File: src/rtl/flag_city_pkg.sv
// Shared types and constants for the flag_city scheduler slice.
// Action symbols, scheduler FSM states, walker destination and default LED word.
package flag_city_pkg;

  typedef enum logic [1:0] {
    ACT_FIT       = 2'b00,
    ACT_ATTACKED  = 2'b01,
    ACT_HURT      = 2'b10,
    ACT_NO_CHANGE = 2'b11
  } action_e;

  typedef enum logic [2:0] {
    ST_IDLE  = 3'd0,
    ST_GRANT = 3'd1,
    ST_CLEAR = 3'd2,
    ST_FEED  = 3'd3,
    ST_DRAIN = 3'd4,
    ST_JUDGE = 3'd5
  } sched_state_e;

  localparam logic [3:0]  DEST              = 4'd8;
  localparam logic [15:0] FLAG_WORD_DEFAULT = 16'hF1A6;

endpackage

File: src/rtl/flag_city_rr_pick.sv
// Combinational round-robin picker: first eligible index at or above ptr,
// wrapping modulo N.
module flag_city_rr_pick #(
  parameter int N     = 4,
  parameter int IDX_W = $clog2(N)
) (
  input  logic [N-1:0]     elig,
  input  logic [IDX_W-1:0] ptr,
  output logic             any,
  output logic [N-1:0]     onehot,
  output logic [IDX_W-1:0] idx
);

  always_comb begin
    any    = 1'b0;
    onehot = '0;
    idx    = '0;
    for (int k = 0; k < N; k++) begin
      int               j;
      logic [IDX_W-1:0] jj;
      j = int'(ptr) + k;
      if (j >= N) j = j - N;
      jj = IDX_W'(j);
      if (!any && elig[jj]) begin
        any        = 1'b1;
        idx        = jj;
        onehot[jj] = 1'b1;
      end
    end
  end

endmodule

File: src/rtl/flag_city_sched.sv
// Round-robin scheduler sharing one flag_city walker between N_REQ players:
// grant, clear the walker, feed eight symbols, wait for the walker, then judge.
module flag_city_sched
  import flag_city_pkg::*;
#(
  parameter int          N_REQ     = 4,
  parameter int          SYM_CNT   = 8,
  parameter int          WALK_LAT  = 2,
  parameter logic [15:0] FLAG_WORD = FLAG_WORD_DEFAULT
) (
  input  logic                       clk,
  input  logic                       rst,
  input  logic [N_REQ-1:0]           req,
  input  logic [16*N_REQ-1:0]        status,
  output logic [N_REQ-1:0]           gnt,
  output logic                       walk_clr,
  output logic [1:0]                 walk_sym,
  output logic                       walk_vld,
  input  logic                       walk_dest,
  output logic                       done,
  output logic [$clog2(N_REQ)-1:0]   done_id,
  output logic                       done_pass,
  output logic [N_REQ-1:0]           pass_map,
  output logic [15:0]                flag_led
);

  localparam int IDX_W = $clog2(N_REQ);
  localparam int SYM_W = $clog2(SYM_CNT);
  localparam int DRN_W = (WALK_LAT > 1) ? $clog2(WALK_LAT) : 1;
  localparam logic [SYM_W-1:0] SYM_LAST = SYM_W'(SYM_CNT - 1);
  localparam logic [DRN_W-1:0] DRN_LAST = DRN_W'((WALK_LAT > 0) ? WALK_LAT - 1 : 0);

  sched_state_e      state_reg, state_next;
  logic [IDX_W-1:0]  id_reg;
  logic [IDX_W-1:0]  rr_ptr_reg;
  logic [N_REQ-1:0]  gnt_reg;
  logic [15:0]       word_reg;
  logic [SYM_W-1:0]  sym_cnt_reg;
  logic [DRN_W-1:0]  drn_cnt_reg;
  logic [N_REQ-1:0]  served_reg, served_next;
  logic [N_REQ-1:0]  pass_map_reg, pass_map_next;
  logic [15:0]       flag_led_reg;
  logic [N_REQ-1:0]  judge_hit;

  logic              pick_any;
  logic [N_REQ-1:0]  pick_onehot;
  logic [IDX_W-1:0]  pick_idx;

  flag_city_rr_pick #(
    .N     (N_REQ),
    .IDX_W (IDX_W)
  ) u_pick (
    .elig   (req & ~served_reg),
    .ptr    (rr_ptr_reg),
    .any    (pick_any),
    .onehot (pick_onehot),
    .idx    (pick_idx)
  );

  // Judging sets the bit even if req already fell; a low req clears it otherwise.
  genvar gi;
  generate
    for (gi = 0; gi < N_REQ; gi++) begin : g_player
      assign judge_hit[gi]     = (state_reg == ST_JUDGE) && (id_reg == IDX_W'(gi));
      assign served_next[gi]   = judge_hit[gi] | (served_reg[gi] & req[gi]);
      assign pass_map_next[gi] = pass_map_reg[gi] | (judge_hit[gi] & walk_dest);
    end
  endgenerate

  always_ff @(posedge clk) begin
    if (rst) state_reg <= ST_IDLE;
    else     state_reg <= state_next;
  end

  always_comb begin
    state_next = state_reg;
    case (state_reg)
      ST_IDLE:  if (pick_any) state_next = ST_GRANT;
      ST_GRANT: state_next = ST_CLEAR;
      ST_CLEAR: state_next = ST_FEED;
      ST_FEED:  if (sym_cnt_reg == SYM_LAST)
                  state_next = (WALK_LAT == 0) ? ST_JUDGE : ST_DRAIN;
      ST_DRAIN: if (drn_cnt_reg == DRN_LAST) state_next = ST_JUDGE;
      ST_JUDGE: state_next = ST_IDLE;
      default:  state_next = ST_IDLE;
    endcase
  end

  always_comb begin
    gnt       = (state_reg != ST_IDLE) ? gnt_reg : '0;
    walk_clr  = (state_reg == ST_CLEAR);
    walk_vld  = (state_reg == ST_FEED);
    walk_sym  = (state_reg == ST_FEED) ? word_reg[15:14] : 2'b00;
    done      = (state_reg == ST_JUDGE);
    done_id   = (state_reg == ST_JUDGE) ? id_reg : '0;
    done_pass = (state_reg == ST_JUDGE) & walk_dest;
    pass_map  = pass_map_reg;
    flag_led  = flag_led_reg;
  end

  always_ff @(posedge clk) begin
    if (rst) begin
      id_reg       <= '0;
      rr_ptr_reg   <= '0;
      gnt_reg      <= '0;
      word_reg     <= '0;
      sym_cnt_reg  <= '0;
      drn_cnt_reg  <= '0;
      served_reg   <= '0;
      pass_map_reg <= '0;
      flag_led_reg <= '0;
    end else begin
      if (state_reg == ST_IDLE && pick_any) begin
        id_reg  <= pick_idx;
        gnt_reg <= pick_onehot;
      end
      // Word is shifted out MSB pair first, so the feed stage only looks at [15:14].
      if (state_reg == ST_GRANT)
        word_reg <= status[{id_reg, 4'b0000} +: 16];
      else if (state_reg == ST_FEED)
        word_reg <= word_reg << 2;

      if (state_reg == ST_FEED)
        sym_cnt_reg <= (sym_cnt_reg == SYM_LAST) ? '0 : sym_cnt_reg + 1'b1;
      else
        sym_cnt_reg <= '0;

      if (state_reg == ST_DRAIN)
        drn_cnt_reg <= (drn_cnt_reg == DRN_LAST) ? '0 : drn_cnt_reg + 1'b1;
      else
        drn_cnt_reg <= '0;

      if (state_reg == ST_JUDGE)
        rr_ptr_reg <= (id_reg == IDX_W'(N_REQ - 1)) ? '0 : id_reg + 1'b1;

      served_reg   <= served_next;
      pass_map_reg <= pass_map_next;
      flag_led_reg <= (|pass_map_reg) ? FLAG_WORD : 16'h0000;
    end
  end

endmodule

File: config.mk
export PLATFORM = sky130hd
export DESIGN_NAME = flag_city_sched
export DESIGN_NICKNAME = d
export VERILOG_FILES = /design/src/rtl/flag_city_pkg.sv /design/src/rtl/flag_city_rr_pick.sv /design/src/rtl/flag_city_sched.sv
export SDC_FILE = /design/constraint.sdc
export NUM_CORES = 1
export LEC_CHECK = 0
export BUFFER_PORTS_ARGS = -buffer_cell sky130_fd_sc_hd__buf_2
export CELL_PAD_IN_SITES_DETAIL_PLACEMENT = 0
export CELL_PAD_IN_SITES_GLOBAL_PLACEMENT = 1
export CORE_MARGIN = 10
export CORE_UTILIZATION = 38
export CTS_BUF_LIST = sky130_fd_sc_hd__clkbuf_4 sky130_fd_sc_hd__clkbuf_8
export DETAILED_ROUTE_END_ITERATION = 16
export PLACE_DENSITY_LB_ADDON = 0.1
export SYNTH_ARGS = -nofsm -noshare
export SYNTH_HDL_FRONTEND = slang
export SYNTH_SLANG_ARGS = --single-unit
File: constraint.sdc
create_clock -name clk -period 2.95 [get_ports clk]
set_input_delay 0.59 -clock clk [delete_from_list [all_inputs] [get_ports clk]]
set_output_delay 0.59 -clock clk [all_outputs]
set_load 0.02 [all_outputs]
Word-level counts from Yosys, hierarchy flattened
Cells that the tools add are included.
{ "totals": {"ff_bits": 55, "latchBits": 0, "mem_bits_rw": 0, "rom_bits": 0, "n_memories": 0} }
{ "op_classes": {"n_addsub": 10, "mul": 0, "div": 0, "n_lt_le_gt_ge": 12, "n_eq_ne": 12, "shift": 1, "n_mux": 43, "n_bitwise": 24, "reduce_logical": 23} }
{ "ops": {"columns": ["op", "n"], "rows": [
  ["$shiftx A64 B7 Y16", 1],
  ["$mux W16", 3],
  ["$mux W2", 11],
  ["$mux W4", 5],
  ["$pmux W3 S5", 1],
  ["$logic_and A1 B1 Y1", 12],
  ["$lt A2 B3 Y1 const B", 4],
  ["$mux W1", 12],
  ["$or A4 B4 Y4", 3],
  ["$and A1 B1 Y1", 9],
  ["$eq A3 B3 Y1 const B", 3],
  ["$ge A3 B3 Y1 const B", 3],
  ["$mux W3", 3],
  ["$bmux W1 S2", 4],
  ["$demux W1 S2", 4],
  ["$ge A2 B1 Y1 const B", 4],
  ["$or A1 B1 Y1", 8],
  ["$sub A2 B1 Y2 const B", 4],
  ["$add A2 B2 Y3 const B", 2],
  ["$eq A3 B2 Y1 const B", 2],
  ["$reduce_or A3 Y1", 2],
  ["$and A4 B4 Y4", 1],
  ["$eq A2 B2 Y1 const B", 2],
  ["$ne A2 B2 Y1 const B", 2],
  ["17 further kinds", 20]
]} }

Longest topological paths before layout
{ "logic_depth": {"word_depth": 16, "ltp_mapped": 8} }

Hierarchy
Synthesis repeated with hierarchy kept, for this count alone.
{ "hier_totals": {"hier_cells": 274, "area_unflattened_um2": 2680.1} }
{ "modules_own_cells": {"columns": ["mod", "instances", "cells_each", "area_each_um2", "seq_area_each_um2"], "rows": [
  ["flag_city_sched", 1, 229, 2260.9, 800.8],
  ["flag_city_rr_pick", 1, 45, 419.2, 0.0]
]} }

Worst setup path before layout
OpenSTA, ideal clock, no wires.
{ "synth_path": {"path_kind": "flip-flop to flip-flop", "start": "reg rr_ptr_reg[0]", "end": "reg gnt_reg[0]", "setup_ns": 0.091, "arrival_ns": 2.252, "required_ns": 2.859, "slack_ns": 0.607, "path_stages_with_launch": 8, "path_buffers": 1, "cell_sequence": "dfxtp_1 inv_2 ha_1 clkbuf_1 or3_1 a2111oi_4 o21ai_0 a311oi_1"} }
{ "synth_between": {"elab_chain_cells": 15, "word_cells_on_any_way": 61} }
{ "synth_rtl": {"columns": ["item", "line", "rtl"], "rows": [
  ["start, declared", "flag_city_sched.sv:35", "logic [IDX_W-1:0] rr_ptr_reg;"],
  ["start signal, assigned", "flag_city_sched.sv:134", "rr_ptr_reg <= (id_reg == IDX_W'(N_REQ - 1)) ? '0 : id_reg + 1'b1;"],
  ["branches (longest 15 deep; another with $add A2 B1 Y3)", null, null],
  ["end signal, assigned", "flag_city_sched.sv:115", "gnt_reg <= pick_onehot;"],
  ["end, declared", "flag_city_sched.sv:36", "logic [N_REQ-1:0] gnt_reg;"]
]} }
Parallel ways; which one is timed is not known. The select of a mux whose other input is x is not followed.
A chain may end at the register's enable or synchronous reset.

Worst setup path in the final report
{ "layout_path": {"start": "reg state_reg[2]", "end": "out done_pass"} }
{ "layout_between": {"elab_chain_cells": 2} }
{ "layout_rtl": {"columns": ["item", "line", "rtl"], "rows": [
  ["start, declared", "flag_city_sched.sv:33", "sched_state_e state_reg, state_next;"],
  ["start signal, assigned", "flag_city_sched.sv:72", "else state_reg <= state_next;"],
  ["$eq A3 B3 Y1", "flag_city_sched.sv:96", "done_pass = (state_reg == ST_JUDGE) & walk_dest;"],
  ["$and A1 B1 Y1", "flag_city_sched.sv:96", null],
  ["end, declared", "flag_city_sched.sv:22", "output logic done_pass,"]
]} }
No other way between the ends.

==> flow_metrics.py <==
metrics = {
    "worst_setup_path": {
        "cp.required_ps": 2360,
        "cp_max_fo": 12,
        "reg2reg_to": "gnt_reg[1]$_SDFFE_PP0P_",
        "worstPathArrival_ps": 1780,
        "r2r_start": "rr_ptr_reg[1]$_SDFFE_PP0P_",
        "path_class": "reg -> out",
        "r2r_slack_ps": 640,
        "rr_worst_depth": 6,
        "cp-start-kind": "flop",
        "end_kind": "output pin",
    },
    "hold_path": {
        "hp-class": "reg -> reg",
        "hold_start": "drn_cnt_reg$_SDFF_PP0_",
        "whs_endpoint": "drn_cnt_reg$_SDFF_PP0_",
        "holdPathStages": 1,
    },
    "die": {
        "num_rows": 31,
        "die_y_microns": 106,
        "ios": 103,
        "start_util": 0.388,
        "die-area_sq_mm": 0.0112,
        "die_w_microns": 106,
        "core_sq_mm": 0.00721,
    },
    "grt": {
        "grt_pass1_wl_microns": 11900,
        "grt_use_met2": 0.200,
        "grt_pass1_vias": 2488,
        "antenna_found_initial": 0,
        "busiest_layer": "met2",
        "overflow": 0,
        "grt.total_usage": 0.127,
        "grt_max_degree": 30,
        "gr-usage-met1": 0.156,
        "grtUsageMet3": 0.0566,
    },
    "finish": {
        "instances_no_fill": 472,
        "design_area_sq_mm": 0.00338,
        "nets": 456,
        "drive_gt1_frac": 0.386,
        "n_fill_cell": 750,
        "area_growth_syn_to_layout_pct": 20.5,
        "largest_register_ffs": 16,
        "fin_util": 0.468,
        "antenna_cells": 0,
    },
    "yosys": {
        "synth_commonest_cells": "dfxtp_1 (40), nor2_1 (39), mux4_2 (19), mux2i_1 (17), buf_4 (15)",
        "ys_warn_count": 0,
        "yosysTopAreaCell": "dfxtp_1",
        "synthesis.area_sq_mm": 0.00280,
        "synth_ff_type": "dfxtp_1",
        "synthTopCellsByArea": "dfxtp_1 (29%), mux4_2 (15%), mux2i_1 (6.1%)",
        "synth_seq_cells": 40,
        "synth-edff-count": 0,
        "yosysSeqAreaShare": 0.286,
        "synth_top_area_share": 0.286,
        "netlist_instances": 293,
        "async_flop_share": 0,
        "syn_avg_cell_area_sq_um": 9.56,
        "synth.most_common_cell": "dfxtp_1",
        "synth_cell_type_count": 51,
    },
    "sta": {
        "max_freq_mhz": 422,
        "totalNegativeSetupSlack_ps": 0,
        "hold_violations": 0,
        "finalCriticalPeriod_ps": 2370,
        "finalSetupViolCount": 0,
        "worst_pin_slew_ps": 758,
        "grt_setup_unrepaired": "no",
        "final_max_slew_viol_count": 0,
        "post-route-period-util": 0.804,
        "timing.slew.headroom": 0.494,
        "skew_ps": 11.9,
    },
    "run": {
        "drv_cap": 0,
    },
    "routing": {
        "vias_per_cell": 5.09,
        "wire_per_inst_microns": 15.5,
        "vias": 2403,
        "dr.pass1.iters": 5,
        "drc_errors": 0,
        "drt_first_iter_violations": 142,
        "wl_microns": 7330,
        "antenna_left": 0,
    },
    "placed_design": {
        "dpl.cell_count": 464,
        "port_buffers": 95,
        "hpwl_microns": 5790,
        "routabilityCongestion": 0.801,
        "placed_area_sq_mm": 0.00326,
    },
    "clock_tree": {
        "cts_setup_buffers": 0,
        "ctsResizeCount": 0,
        "cts_sinks": 40,
        "root_buffer": "clkbuf_8",
        "cts_tree": "built",
        "clock_latency_ps": 290,
        "clk_pin_slew_ps": 80,
        "cts_htree_levels": 2,
        "hold_buffers": 0,
        "cts_buffer_depth": 2,
        "cts_buffers": 5,
    },
    "status": {
        "status": "finished, final reports clean",
    },
    "power": {
        "p_leak_nw": 1.47,
        "ir_worst_vdd_mv": 0.210,
        "power.density_mw_per_mm2": 464,
    },
}
-- critical path: stages (launching register included) --
cell and delay, ps:
dfxtp_1 500, and3b_1 490, and2_1 290, buf_2 200
-- metal layers --
layer / part of all wire / vias up
li1: - / 1227
met1: 0.45 / 1101
met5: 0 / -
met3: 0.079 / 3
met2: 0.47 / 72
met4: 0.0020 / 0
-- through the flow --
| step | worst slack (ps) | power [W] | hold WS [ps] |
|---|---|---|---|
| after detailed placement | 660 | 0.00113 | 413 |
| after global placement | 728 | 0.00113 | 410 |
| after floorplan | 607 | 0.00101 | 399 |
| after global routing | 392 | 0.00167 | 447 |
| after CTS | 570 | 0.00159 | 425 |
| final | 578 | 0.00157 | 421 |
-- area by class of cell --
| class | instances | area (sq um) | share of cell area |
|---|---|---|---|
| Tap cell | 99 | 124 | 0.0367 |
| Inverter | 10 | 37.5 | 0.0111 |
| Sequential cell | 40 | 801 | 0.237 |
| Clock inverter | 2 | 35.0 | 0.0104 |
| Clock buffer | 6 | 76.3 | 0.0226 |
| Timing Repair Buffer | 104 | 543 | 0.161 |
| Multi-Input combinational cell | 211 | 1760 | 0.521 |
-- kinds of logic after synthesis --
kind of cell / count (synthesis) / share of synthesized area
adders and majority gates: 13 / 0.0581
AOI/OAI and AO/OA: 59 / 0.157
muxes: 36 / 0.213
DFF: 40 / 0.286
and+or+nand+nor: 96 / 0.189
buffers and inverters: 48 / 0.0951
other: 1 / 0.00134
-- power breakdown --
| part | total, W | leakage (nW) | switching [W] | internal, W |
|---|---|---|---|---|
| clock network | 0.000454 | 0.0586 | 0.000194 | 0.000260 |
| logic | 0.000472 | 1.09 | 0.000238 | 0.000234 |
| registers | 0.000640 | 0.328 | 0.0000436 | 0.000596 |
-- cell usage in the layout, fill, tap and decap left out, types with 2 or more instances in the layout --
master    synthesis  final
a211oi_1         14     14
a21oi_1           8      8
a22oi_1           6      6
a311oi_1          6      6
and2_1            5      5
and3_1            3      3
and3_2            4      4
buf_2             6     95
buf_4            15      9
clkbuf_8          0      5
conb_1            1      7
dfxtp_1          40     40
ha_1             13     13
inv_1             9      9
mux2i_1          17     17
mux4_2           19     19
nand2_1           5      5
nand2b_1          4      4
nand3_1           2      2
nand4_1           3      3
nor2_1           39     39
nor2b_1           9      8
nor3_1            3      3
nor4_1            5      5
nor4bb_1          2      2
o21ai_0          11     11
o22ai_1           5      5
-- worst max-delay path by stage --
stage               slack [ps]                        from                 endpoint
floorplan                  610  rr_ptr_reg[0]$_SDFFE_PP0P_  gnt_reg[0]$_SDFFE_PP0P_
global placement           730                      req[0]  gnt_reg[1]$_SDFFE_PP0P_
detailed placement         660                      req[1]   id_reg[1]$_SDFFE_PP0P_
CTS                        570   state_reg[2]$_SDFFE_PP0P_                done_pass
global route               390   state_reg[2]$_SDFFE_PP0P_                done_pass
finish                     580   state_reg[2]$_SDFFE_PP0P_                done_pass
Power figures use the tool's default switching activity.
